File: src/rtl/can_tx_framer_if.sv
// can_tx_framer_if: message handshake and serial status of the CAN frame transmitter.
interface can_tx_framer_if #(parameter int DEPTH = 4);
    logic                   msg_valid;
    logic                   msg_ready;
    logic [10:0]            msg_id;
    logic                   msg_rtr;
    logic [3:0]             msg_dlc;
    logic [63:0]            msg_data;
    logic                   tx;
    logic                   busy;
    logic                   frame_done;
    logic [$clog2(DEPTH):0] fifo_count;

    modport master (
        output msg_valid, msg_id, msg_rtr, msg_dlc, msg_data,
        input  msg_ready, tx, busy, frame_done, fifo_count
    );
    modport slave (
        input  msg_valid, msg_id, msg_rtr, msg_dlc, msg_data,
        output msg_ready, tx, busy, frame_done, fifo_count
    );
endinterface

File: src/rtl/can_tx_framer.sv
// can_tx_framer: queues standard CAN data/remote frames and serialises them with CRC-15,
// bit stuffing, recessive tail and intermission, one bit per clk_low edge.
module can_tx_framer #(
    parameter int DEPTH    = 4,
    parameter int STUFF_EN = 1,
    parameter int IFS_BITS = 3
) (
    input logic            clk_low,
    input logic            rst_n,
    can_tx_framer_if.slave bus
);
    localparam int AW = $clog2(DEPTH);
    localparam logic [AW:0] FULL = (AW + 1)'(DEPTH);
    localparam logic [6:0] IFS_LAST = 7'(IFS_BITS - 1);

    typedef enum logic [2:0] {IDLE, HDR, DATA, CRC, TAIL, IFS} state_t;

    state_t        state_q, state_d;
    logic [79:0]   mem_q [DEPTH];
    logic [AW-1:0] wr_q, rd_q;
    logic [AW:0]   count_q, count_d;
    logic [79:0]   frm_q, frm_d;
    logic [14:0]   crc_q, crc_d;
    logic [6:0]    bit_q, bit_d;
    logic [2:0]    run_q, run_d;
    logic          last_q, last_d;
    logic          push, pop, stuff, active, dbit;
    logic [3:0]    nbytes;
    logic [18:0]   hdr;

    // frm_q holds {id, rtr, dlc, data} latched at pop
    assign push    = bus.msg_valid && (count_q < FULL);
    assign hdr     = {1'b0, frm_q[79:68], 2'b00, frm_q[67:64]};
    assign nbytes  = frm_q[68] ? 4'd0 : (frm_q[67] ? 4'd8 : frm_q[67:64]);
    assign active  = state_q inside {HDR, DATA, CRC};
    assign stuff   = (STUFF_EN != 0) && active && (run_q == 3'd5);
    assign count_d = count_q + (AW + 1)'(push) - (AW + 1)'(pop);

    always_comb begin
        dbit = state_q == HDR  ? hdr[5'd18 - bit_q[4:0]] :
               state_q == DATA ? frm_q[6'd63 - bit_q[5:0]] : crc_q[4'd14 - bit_q[3:0]];
    end

    always_ff @(posedge clk_low) begin
        if (push) mem_q[wr_q] <= {bus.msg_id, bus.msg_rtr, bus.msg_dlc, bus.msg_data};
    end

    always_ff @(posedge clk_low or negedge rst_n) begin
        if (!rst_n) begin
            state_q <= IDLE;
            wr_q    <= '0;
            rd_q    <= '0;
            count_q <= '0;
            frm_q   <= '0;
            crc_q   <= '0;
            bit_q   <= '0;
            run_q   <= '0;
            last_q  <= 1'b0;
        end else begin
            state_q <= state_d;
            wr_q    <= wr_q + AW'(push);
            rd_q    <= rd_q + AW'(pop);
            count_q <= count_d;
            frm_q   <= frm_d;
            crc_q   <= crc_d;
            bit_q   <= bit_d;
            run_q   <= run_d;
            last_q  <= last_d;
        end
    end

    always_comb begin
        state_d = state_q;
        bit_d   = bit_q;
        run_d   = run_q;
        last_d  = last_q;
        crc_d   = crc_q;
        frm_d   = frm_q;
        pop     = 1'b0;
        // a stuff cycle holds the bit counter and restarts the run with the complement
        if (stuff) begin
            run_d  = 3'd1;
            last_d = ~last_q;
        end else if (active) begin
            run_d  = (dbit == last_q) ? run_q + 3'd1 : 3'd1;
            last_d = dbit;
            bit_d  = bit_q + 7'd1;
            if (state_q != CRC) crc_d = {crc_q[13:0], 1'b0} ^ ((dbit ^ crc_q[14]) ? 15'h4599 : 15'h0);
        end
        case (state_q)
            IDLE: pop = |count_q;
            HDR: if (!stuff && bit_q == 7'd18) begin
                state_d = (nbytes != 4'd0) ? DATA : CRC;
                bit_d   = '0;
            end
            DATA: if (!stuff && bit_q == {nbytes, 3'b000} - 7'd1) begin
                state_d = CRC;
                bit_d   = '0;
            end
            // bit 15 marks a stuff bit owed after the last CRC bit
            CRC: if (stuff ? bit_q == 7'd15 : (bit_q == 7'd14 && !(STUFF_EN != 0 && run_d == 3'd5))) begin
                state_d = TAIL;
                bit_d   = '0;
            end
            TAIL: begin
                bit_d   = bit_q + 7'd1;
                if (bit_q == 7'd9) begin
                    state_d = IFS;
                    bit_d   = '0;
                end
            end
            IFS: begin
                bit_d = bit_q + 7'd1;
                if (bit_q == IFS_LAST) begin
                    pop     = |count_q;
                    state_d = IDLE;
                    bit_d   = '0;
                end
            end
            default: state_d = IDLE;
        endcase
        if (pop) begin
            state_d = HDR;
            frm_d   = mem_q[rd_q];
            crc_d   = '0;
            run_d   = '0;
            last_d  = 1'b0;
            bit_d   = '0;
        end
    end

    always_comb begin
        bus.tx         = active ? (stuff ? ~last_q : dbit) : 1'b1;
        bus.busy       = state_q != IDLE;
        bus.frame_done = (state_q == IFS) && (bit_q == IFS_LAST);
        bus.msg_ready  = count_q < FULL;
        bus.fifo_count = count_q;
    end
endmodule
File: src/flat_wrapper.sv
// flat-port wrapper written by rule: the top's interface ports become plain ports
module can_tx_framer_flat 
#(
    parameter int DEPTH    = 4,
    parameter int STUFF_EN = 1,
    parameter int IFS_BITS = 3
)
  (clk_low, rst_n, bus_msg_valid, bus_msg_id, bus_msg_rtr, bus_msg_dlc, bus_msg_data, bus_msg_ready, bus_tx, bus_busy, bus_frame_done, bus_fifo_count);
  can_tx_framer_if #(.DEPTH(DEPTH)) bus_i ();
  input logic clk_low;
  input logic rst_n;
  input wire logic [$bits(bus_i.msg_valid)-1:0] bus_msg_valid;
  input wire logic [$bits(bus_i.msg_id)-1:0] bus_msg_id;
  input wire logic [$bits(bus_i.msg_rtr)-1:0] bus_msg_rtr;
  input wire logic [$bits(bus_i.msg_dlc)-1:0] bus_msg_dlc;
  input wire logic [$bits(bus_i.msg_data)-1:0] bus_msg_data;
  output wire logic [$bits(bus_i.msg_ready)-1:0] bus_msg_ready;
  output wire logic [$bits(bus_i.tx)-1:0] bus_tx;
  output wire logic [$bits(bus_i.busy)-1:0] bus_busy;
  output wire logic [$bits(bus_i.frame_done)-1:0] bus_frame_done;
  output wire logic [$bits(bus_i.fifo_count)-1:0] bus_fifo_count;
  assign bus_i.msg_valid = bus_msg_valid;
  assign bus_i.msg_id = bus_msg_id;
  assign bus_i.msg_rtr = bus_msg_rtr;
  assign bus_i.msg_dlc = bus_msg_dlc;
  assign bus_i.msg_data = bus_msg_data;
  assign bus_msg_ready = bus_i.msg_ready;
  assign bus_tx = bus_i.tx;
  assign bus_busy = bus_i.busy;
  assign bus_frame_done = bus_i.frame_done;
  assign bus_fifo_count = bus_i.fifo_count;
  can_tx_framer #(.DEPTH(DEPTH), .STUFF_EN(STUFF_EN), .IFS_BITS(IFS_BITS)) u_core (.clk_low(clk_low), .rst_n(rst_n), .bus(bus_i));
endmodule
File: config.mk
export PLATFORM = sky130hd
export DESIGN_NAME = can_tx_framer_flat
export DESIGN_NICKNAME = d
export VERILOG_FILES = /design/src/rtl/can_tx_framer_if.sv /design/src/rtl/can_tx_framer.sv /design/src/flat_wrapper.sv
export SDC_FILE = /design/constraint.sdc
export NUM_CORES = 1
export LEC_CHECK = 0
export ABC_AREA = 1
export CORE_MARGIN = 2
export CORE_UTILIZATION = 50
export DETAILED_ROUTE_END_ITERATION = 10
export PLACE_DENSITY = 0.68
export SETUP_SLACK_MARGIN = 0.02
export SYNTH_ARGS = -nofsm -noshare
export SYNTH_HDL_FRONTEND = slang
export SYNTH_SLANG_ARGS = --single-unit
File: constraint.sdc
create_clock -name clk_low -period 12.75 [get_ports clk_low]
set_input_delay 1.275 -clock clk_low [delete_from_list [all_inputs] [get_ports clk_low]]
set_output_delay 1.275 -clock clk_low [all_outputs]
set_load 0.1 [all_outputs]
==> results of run 1 <==
registers in the layout, summed over array words and instances, names as in the netlist:
signal	count
u_core.run_q	3
u_core.bus.fifo_count	3
u_core.crc_q	15
u_core.bit_q	7
u_core.frm_q	80
u_core.last_q	1
u_core.rd_q	2
u_core.wr_q	2
u_core.state_q	3
u_core.mem_q	320
Yosys cell counts, types with 2 or more instances:
master     count
o2111ai_1      2
inv_1        130
nand4_1        2
nor3_1        14
buf_2         19
dfrtp_1      116
nand3_2        4
a21oi_1       23
ha_1          10
edfxtp_1     320
clkinv_1       2
nand3b_1       2
o22ai_1       77
inv_2          3
o21ai_0      247
nand3_1       52
buf_6          3
o21ai_1        6
xnor2_1        2
buf_1          3
xor2_1        17
a211oi_1       3
nand2_1      218
nand2_2        6
nor2_1       253
a31oi_1       19
o211ai_1       5
clkbuf_1      61
nor2_2         2
buf_4          5
worst max-delay path by stage:
| stage | from | endpoint | slack (ns) |
|---|---|---|---|
| after floorplan | u_core.bus.fifo_count[2] | u_core.mem_q[0][0] | 4.85 |
| after global placement | u_core.bit_q[0] | bus_tx | 7.94 |
| after detailed placement | u_core.bit_q[0] | bus_tx | 7.85 |
| after CTS | u_core.bit_q[0] | bus_tx | 7.29 |
| after global routing | u_core.bit_q[0] | bus_tx | 6.96 |
| final | u_core.bit_q[0] | bus_tx | 7.30 |
per-layer routing:
layer,wire [µm],up-vias
li1,-,5772
met1,17800,5724
met2,19130,260
met3,1510,58
met4,800,0
met5,0,-
cells by family (layout without fill, tap and decap cells):
family          after synthesis  in the layout
compound gates              387            387
xor+xnor                     20             20
fa+ha+maj                    11             11
buf+inv                     226            320
flops                       436            436
simple gates                555            555
worst max-delay path: stages, from the launching register on:
cell and delay [ns]:
dfrtp_2 0.40, inv_2 0.47, ha_1 0.54, inv_1 0.19
a21oi_1 0.14, o21ai_1 0.08, nand3_1 0.09, nand3_1 0.06
nand3_1 0.09, nand2_1 0.06, inv_2 0.05, nand2_2 0.07
nand2_2 0.09, o22ai_1 0.09, inv_1 0.07, clkdlybuf4s50_1 1.13
cell type report:
class                           instances  area [µm²]
Sequential cell                       436       12520
Multi-Input combinational cell        973        4696
Clock buffer                           60        1191
Fill cell                            2940       14880
Tap cell                              461       576.8
Clock inverter                         20       187.7
Timing Repair Buffer                  105        1008
Inverter                              135       513.0
power groups by stage:
stage          clock network (mW)  registers, mW  logic, mW
3_5_place_dp                    0           1.76      0.283
4_1_cts                      1.25           1.73      0.283
6_report                     1.23           1.73      0.276
5_1_grt                      1.30           1.74      0.303
3_3_place_gp                    0           1.75      0.277
2_1_floorplan                   0           1.81      0.119
==> impl_metrics.json, run 1 <==
{
  "status": "finished, final reports clean",
  "hold_ws_ns": 0.5271,
  "pwr-share-comb_pct": 8.5,
  "hold_viol_final": 0,
  "synth-warning-count": 0,
  "ir_drop_v": 0.0002265,
  "r2r_end": "u_core.bus.fifo_count[2]",
  "cellPowerDensity_nw_per_um2": 156.1,
  "cts_tree": "yes",
  "fmax_ghz": 0.1836,
  "numCtsBuffers": 44,
  "grt_use_met3_pct": 2.418,
  "swShare_pct": 23.20,
  "synth_edf_count": 320,
  "drv_slew": 0,
  "yosysTopAreaCellShare_pct": 53.09,
  "yosys.area_share.xor_xnor_pct": 1.009,
  "hold_path_end": "u_core.frm_q[15]",
  "final_nets": 1789,
  "wl_um": 39250,
  "synth_simple_gate_area_share_pct": 12.37,
  "rr_worst_depth": 16,
  "ys.flop_type": "edfxtp_1",
  "place_area_um2": 19310,
  "final_util_pct": 58.18,
  "use_met1_pct": 29.40,
  "clock-root-buffer": "clkbuf_16",
  "ant_nets": 0,
  "min_period_ns": 5.446,
  "ys_types": 39,
  "overflow": 0,
  "grtUsageTotal_pct": 20.94,
  "tns_ns": 0,
  "cts_sinks": 436,
  "post_cts_buffers": 0,
  "diodes": 0,
  "drv_cap": 0,
  "rsz0062_at_grt": "no",
  "core-area_um2": 35570,
  "dpl.cell_count": 2110,
  "drtIter0Drc": 908,
  "async_reset_ff_share_pct": 26.61,
  "final_cell_mix": "edfxtp_1 (320), nor2_1 (253), o21ai_0 (247)",
  "critPathCaptureType": "output port",
  "critPathArrivalTime_ns": 4.17,
  "setup_violations": 0,
  "insertion_delay_ns": 0.54,
  "post_drt_via_cell_ratio": 5.395,
  "final_common_cell": "edfxtp_1",
  "synth_seq_cells": 436,
  "yosysTopAreaCell": "edfxtp_1",
  "place_ws_ns": 7.854,
  "cts_repair_resize_count": 0,
  "fin_cells": 2190,
  "first_global_vias": 11560,
  "synth_adder_area_share_pct": 0.8018,
  "max-clock-path-buffers": 3,
  "num_vias": 11810,
  "io_buffers": 89,
  "max_slew.worst_pin.slew_ns": 1.024,
  "globalplace.congestion": 0.9077,
  "ff2ff_setup_slack_ns": 8.61,
  "dieWidth_um": 194.3,
  "grt_pass1_wl_um": 62790,
  "dr.pass1.iters": 5,
  "synthMuxAreaShare_pct": 0,
  "p_total_mw": 3.230,
  "die_h_um": 194.3,
  "syn_area_um2": 18100,
  "stdcell_area_um2": 20690,
  "leakage_nw": 7.681,
  "min_path_type": "flop to flop",
  "top_usage_layer": "met2",
  "r2r-start": "u_core.bit_q[0]",
  "crit_type": "flop to output port",
  "finalCritPeriodShare_pct": 42.72,
  "cp_max_fo": 39,
  "slew_headroom_pct": 31.73,
  "syn_inst": 1635,
  "start_kind": "flop",
  "grt_max_degree": 103,
  "drc": 0,
  "power_frac_clock_pct": 37.9,
  "antenna_found_initial": 0,
  "die_area_um2": 37740,
  "switchingPower_mw": 0.7494,
  "detail_route.wl_per_cell_um": 17.92,
  "timing.final.ws_setup_ns": 7.304,
  "postCtsHoldBufs": 0,
  "rows": 69,
  "start_util_pct": 50.89,
  "h-tree-depth": 2,
  "ios": 90,
  "min-delay-start": "u_core.frm_q[15]",
  "whs_path_depth": 2,
  "finClkSkew_ns": 0.01741,
  "synth_compound_area_share_pct": 11.65,
  "ys_seq_area_share_pct": 69.12,
  "avgSynthCellArea_um2": 11.07,
  "seqPwrFrac_pct": 53.5,
  "p_int_mw": 2.481,
  "synth.area.top_cells": "edfxtp_1 (53%), dfrtp_1 (16%), o21ai_0 (6.8%)",
  "syn_nets": 1729,
  "dp.final_hpwl_um": 23480,
  "clkTransAtPathRegs_ns": 0.06,
  "cp_data_required_time_ns": 11.48,
  "synth_top_family_by_area": "simple AND/OR/NAND/NOR gates",
  "use_met2_pct": 35.02,
  "area_delta_synth_final_pct": 14.32,
  "layout-drive-gt1-share_pct": 6.189
}
Power figures use the tool's default switching activity.
==> run 2: changes to the inputs <==
Clock period 12.75 ns to 5.6 ns, I/O delays scaled along.
==> run 2 against run 1 <==
  * Non-clock buffer count is 1 higher
  * Critical endpoint unchanged
  * Flip-flop and latch count stayed put
  * Clock power is 130% higher
  * Largest power group unchanged
  * Largest cell class unchanged
  * Critical path type unchanged
==> impl_metrics.json, run 2 (synthesis results as in run 1) <==
{
  "swShare_pct": 23.83,
  "final_nets": 1790,
  "min_period_ns": 4.033,
  "area_delta_synth_final_pct": 14.39,
  "postCtsHoldBufs": 0,
  "finClkSkew_ns": 0.01787,
  "largest_reg_flops": 320,
  "hold_viol_final": 0,
  "start_util_pct": 50.89,
  "timing.final.ws_setup_ns": 1.567,
  "insertion_delay_ns": 0.55,
  "fin_cells": 2193,
  "final_common_cell": "edfxtp_1",
  "wl_um": 39910,
  "drv_cap": 0,
  "num_vias": 11960,
  "seqPwrFrac_pct": 53.6,
  "drc": 0,
  "cp_max_fo": 14,
  "ir_drop_v": 0.0004710,
  "grtUsageTotal_pct": 21.19,
  "min_path_type": "input pin to async pin",
  "final_cell_mix": "edfxtp_1 (320), nor2_1 (253), o21ai_0 (247)",
  "rows": 69,
  "cellPowerDensity_nw_per_um2": 354.8,
  "layout-drive-gt1-share_pct": 6.813,
  "ios": 90,
  "io_buffers": 89,
  "numCtsBuffers": 44,
  "cts_sinks": 436,
  "hold_ws_ns": 0.1620,
  "cts_tree": "yes",
  "power_frac_clock_pct": 37.8,
  "die_area_um2": 37740,
  "pwr-share-comb_pct": 8.7,
  "clkTransAtPathRegs_ns": 0.07,
  "leakage_nw": 7.695,
  "ant_nets": 0,
  "slew_headroom_pct": 28.03,
  "grt_max_degree": 107,
  "core-area_um2": 35570,
  "clock-root-buffer": "clkbuf_16",
  "diodes": 0,
  "fmax_ghz": 0.2479,
  "overflow": 0,
  "dpl.cell_count": 2111,
  "antenna_found_initial": 0,
  "drtIter0Drc": 849,
  "h-tree-depth": 2,
  "globalplace.congestion": 0.8871,
  "rsz0062_at_grt": "no",
  "setup_violations": 0,
  "dp.final_hpwl_um": 23490,
  "first_global_vias": 11610,
  "die_h_um": 194.3,
  "crit_type": "flop to output port",
  "stdcell_area_um2": 20710,
  "place_area_um2": 19340,
  "finalCritPeriodShare_pct": 72.02,
  "top_register": "u_core.mem_q",
  "grt_pass1_wl_um": 63230,
  "detail_route.wl_per_cell_um": 18.20,
  "dieWidth_um": 194.3,
  "cts_repair_resize_count": 0,
  "post_cts_buffers": 0,
  "critPathArrivalTime_ns": 3.47,
  "dr.pass1.iters": 5,
  "reg.largest.list": "u_core.mem_q: 320 flops, u_core.frm_q: 80 flops, u_core.crc_q: 15 flops",
  "drv_slew": 0,
  "p_int_mw": 5.596,
  "place_ws_ns": 1.842,
  "start_kind": "flop",
  "max_slew.worst_pin.slew_ns": 1.076,
  "n_fill_cell": 2952,
  "switchingPower_mw": 1.750,
  "post_drt_via_cell_ratio": 5.453,
  "status": "finished, final reports clean",
  "cp_data_required_time_ns": 5.04,
  "max-clock-path-buffers": 3,
  "critPathCaptureType": "output port"
}
run 2: changes by cell type in the layout (fill, tap and decap cells not counted), moves of 2 or more:
cell,before,now
bufinv_16,3,1
clkinv_1,8,2
clkinv_2,6,12
inv_6,1,4
run 2: path summary, 6_finish.rpt:
| check | endpoint | depth (start not counted) | startpoint | slack (ns) |
|---|---|---|---|---|
| max reg2reg | u_core.bus.fifo_count[2] | 14 | u_core.bit_q[1] | 1.83 |
| min reg2reg | u_core.frm_q[10] | 2 | u_core.frm_q[10] | 0.54 |
| max | bus_tx | 14 | u_core.bit_q[1] | 1.57 |
| min in group clk_low | u_core.frm_q[10] | 2 | u_core.frm_q[10] | 0.54 |
| max in group asynchronous | u_core.rd_q[0] | 2 | rst_n | 4.20 |
| min | u_core.bus.fifo_count[1] | 1 | rst_n | 0.16 |
run 2: worst max-delay path: stages, from the launching register on:
cell and delay (ns):
dfrtp_1 0.59, ha_1 0.80, inv_1 0.27, a21oi_1 0.17, o21ai_1 0.08, nand3_1 0.10
nand3_1 0.07, nand3_1 0.09, nand2_1 0.06, inv_2 0.06, nand2_2 0.07, nand2_2 0.09
o22ai_1 0.09, inv_1 0.07, buf_4 0.28
run 2: through the flow:
step                TNS [ns]  power, mW  utilization (%)
floorplan            -735.32      4.400                -
global placement           0      4.627            54.37
detailed placement         0      4.647            54.37
CTS                        0      7.422            58.21
global route               0      7.628            58.21
finish                     0      7.346            58.21
run 2: power by group through the flow:
stage / clock, mW / combinational, mW / sequential [mW]
after CTS: 2.84 / 0.649 / 3.94
after floorplan: 0 / 0.271 / 4.13
final: 2.77 / 0.637 / 3.93
after global placement: 0 / 0.637 / 3.99
after global routing: 2.98 / 0.690 / 3.96
after detailed placement: 0 / 0.647 / 4.00
run 2: layer usage:
metal	track usage, %	vias up	share of wire (%)
met1	29.42	5834	45
li1	-	5770	-
met3	3.044	79	4.4
met2	34.55	275	48
met4	7.267	0	2.8
met5	0	-	0
run 2: area by class of cell:
class	count	area [µm²]	area share, %
inverters	135	513.0	2.477
well taps	461	576.8	2.786
repair buffers	106	1026	4.955
clock buffers	61	1216	5.873
clock inverters	21	152.6	0.7372
multi-input cells	973	4701	22.70
flip-flops and latches	436	12520	60.47
==> run 3: changes to the inputs <==
Settings changed: PLACE_DENSITY 0.68 to 0.71.
Clock period 5.6 ns to 3.4 ns, I/O delays scaled along.
==> run 3 against run 2 <==
  * Clock-buffer cell count up 4
  * Critical path depth is 1 higher
  * Hold slack better by 0.26 ns
  * Register-to-register slack lost 1.3 ns
  * Setup slack worse by 1.4 ns
  * First-iteration DRC count grew 18%
  * Routed wire length increased by 0.14%
  * Non-clock buffer count increased by 15
  * Combinational power is 84% higher
  * Highest routed layer unchanged
==> impl_metrics.json, run 3 (synthesis results as in run 1) <==
{
  "start_util_pct": 50.89,
  "cts_tree": "yes",
  "clkTransAtPathRegs_ns": 0.06,
  "dr.pass1.iters": 6,
  "crit_type": "flop to output port",
  "reg.largest.list": "u_core.mem_q: 320 flops, u_core.frm_q: 80 flops, u_core.crc_q: 15 flops",
  "cp_max_fo": 8,
  "r2r-start": "u_core.bit_q[1]",
  "max-clock-path-buffers": 3,
  "ant_nets": 0,
  "layout-drive-gt1-share_pct": 8.591,
  "die_h_um": 194.3,
  "h-tree-depth": 2,
  "ir_drop_v": 0.0009021,
  "rsz0062_at_grt": "no",
  "drv_slew": 0,
  "die_area_um2": 37740,
  "max_slew.worst_pin.slew_ns": 0.9891,
  "final_cell_mix": "edfxtp_1 (320), nor2_1 (252), o21ai_0 (247)",
  "largest_reg_flops": 320,
  "ios": 90,
  "rows": 69,
  "hold_viol_final": 0,
  "cts_sinks": 436,
  "finClkSkew_ns": 0.01916,
  "start_kind": "flop",
  "dieWidth_um": 194.3,
  "num_vias": 12130,
  "diodes": 0,
  "ff2ff_setup_slack_ns": 0.55,
  "fmax_ghz": 0.3132,
  "grtUsageTotal_pct": 21.10,
  "area_delta_synth_final_pct": 17.27,
  "numCtsBuffers": 44,
  "clock-root-buffer": "clkbuf_16",
  "grt_max_degree": 96,
  "first_global_vias": 11720,
  "drc": 0,
  "overflow": 0,
  "detail_route.wl_per_cell_um": 18.11,
  "drtIter0Drc": 998,
  "slew_headroom_pct": 34.06,
  "post_drt_via_cell_ratio": 5.495,
  "final_common_cell": "edfxtp_1",
  "min_period_ns": 3.193,
  "setup_violations": 0,
  "critPathArrivalTime_ns": 2.85,
  "min-delay-start": "bus_msg_data[54]",
  "wl_um": 39960,
  "whs_path_depth": 1,
  "globalplace.congestion": 0.8630,
  "status": "finished, final reports clean",
  "insertion_delay_ns": 0.54,
  "tns_ns": 0,
  "critPathLaunch": "u_core.bit_q[1]",
  "grt_pass1_wl_um": 63290,
  "cp_data_required_time_ns": 3.06,
  "critPathCaptureType": "output port",
  "io_buffers": 89,
  "drv_cap": 0,
  "cellPowerDensity_nw_per_um2": 587.9,
  "dp.final_hpwl_um": 23910,
  "final_nets": 1805,
  "finalCritPeriodShare_pct": 93.92,
  "rr_worst_depth": 22,
  "core-area_um2": 35570,
  "antenna_found_initial": 0,
  "min_path_type": "input pin to flop",
  "top_register": "u_core.mem_q",
  "dpl.cell_count": 2123,
  "leakage_nw": 7.891,
  "fin_cells": 2207
}
==> run 3: cell count changes in the layout (fill, tap and decap cells not counted), moves of 4 or more <==
cell and change:
nor3_4 +5, nor3_2 -4, clkbuf_4 +4, clkinv_2 -8
inv_1 -5, buf_12 +15
==> run 3: cell type report <==
type                    instances  area, µm²
fillers                      2892      14340
clock buffers                  65       1255
repair buffers                121       1341
clock inverters                16      201.4
multi-input cells             973       4807
inverters                     135      521.8
well taps                     461      576.8
flip-flops and latches        436      12520
==> run 3: layer usage <==
layer	vias up	track usage, %	part of all wire (%)
met4	0	6.762	2.7
met1	5953	29.65	45
met2	302	34.14	48
met5	-	0	0
met3	67	3.166	4.8
li1	5805	-	-
==> run 3: final timing paths <==
kind | end
min in group asynchronous | u_core.crc_q[4]
hold / removal | u_core.mem_q[1][54]
hold reg to reg | u_core.frm_q[42]
setup / recovery | bus_tx
setup reg to reg | u_core.bit_q[0]
max in group asynchronous | u_core.rd_q[0]
==> run 3: where the power goes <==
part           switching [mW]  total [mW]  internal [mW]  leakage (nW)
combinational           0.823        1.17          0.349          2.92
clock                    1.93        4.81           2.87         0.714
sequential              0.146        6.50           6.35          4.26
total                    2.90        12.5           9.58          7.89
==> run 3: what timing repair did <==
action | in CTS | in global routing
hold buffers | 1 | 0
gates cloned | 0 | 0
setup buffers | 0 | 2
endpoints found under the setup margin | 1 | 1
pin swaps | 0 | 1
gates resized for setup | 1 | 8
endpoints found under the hold margin | 56 | 0
==> run 3: worst max-delay path, stage by stage (launching register included) <==
cell and delay (ns):
dfrtp_2 0.43, buf_4 0.17, nor2_2 0.38, nand3_1 0.15
nand2_1 0.08, inv_1 0.03, nand3_1 0.07, inv_1 0.04
nor2_1 0.17, nor2_1 0.07, nand2_1 0.13, nand2_2 0.10
nand2_2 0.11, o22ai_2 0.09, inv_1 0.11, buf_12 0.18
==> run 3: stage by stage <==
stage          hold slack, ns  total power [mW]  worst slack (ns)  cell area, µm²  utilization, %
3_3_place_gp           0.4544             7.762            0.5972           19700           55.40
4_1_cts                0.4150             12.56           0.05867           21170           59.52
2_1_floorplan         0.04441             7.249           -0.4214           18250               -
3_5_place_dp           0.4670             7.796            0.5138           19700           55.40
6_report               0.4215             12.48            0.2068           21230           59.68
5_1_grt                0.4256             12.92           0.02084           21230           59.68
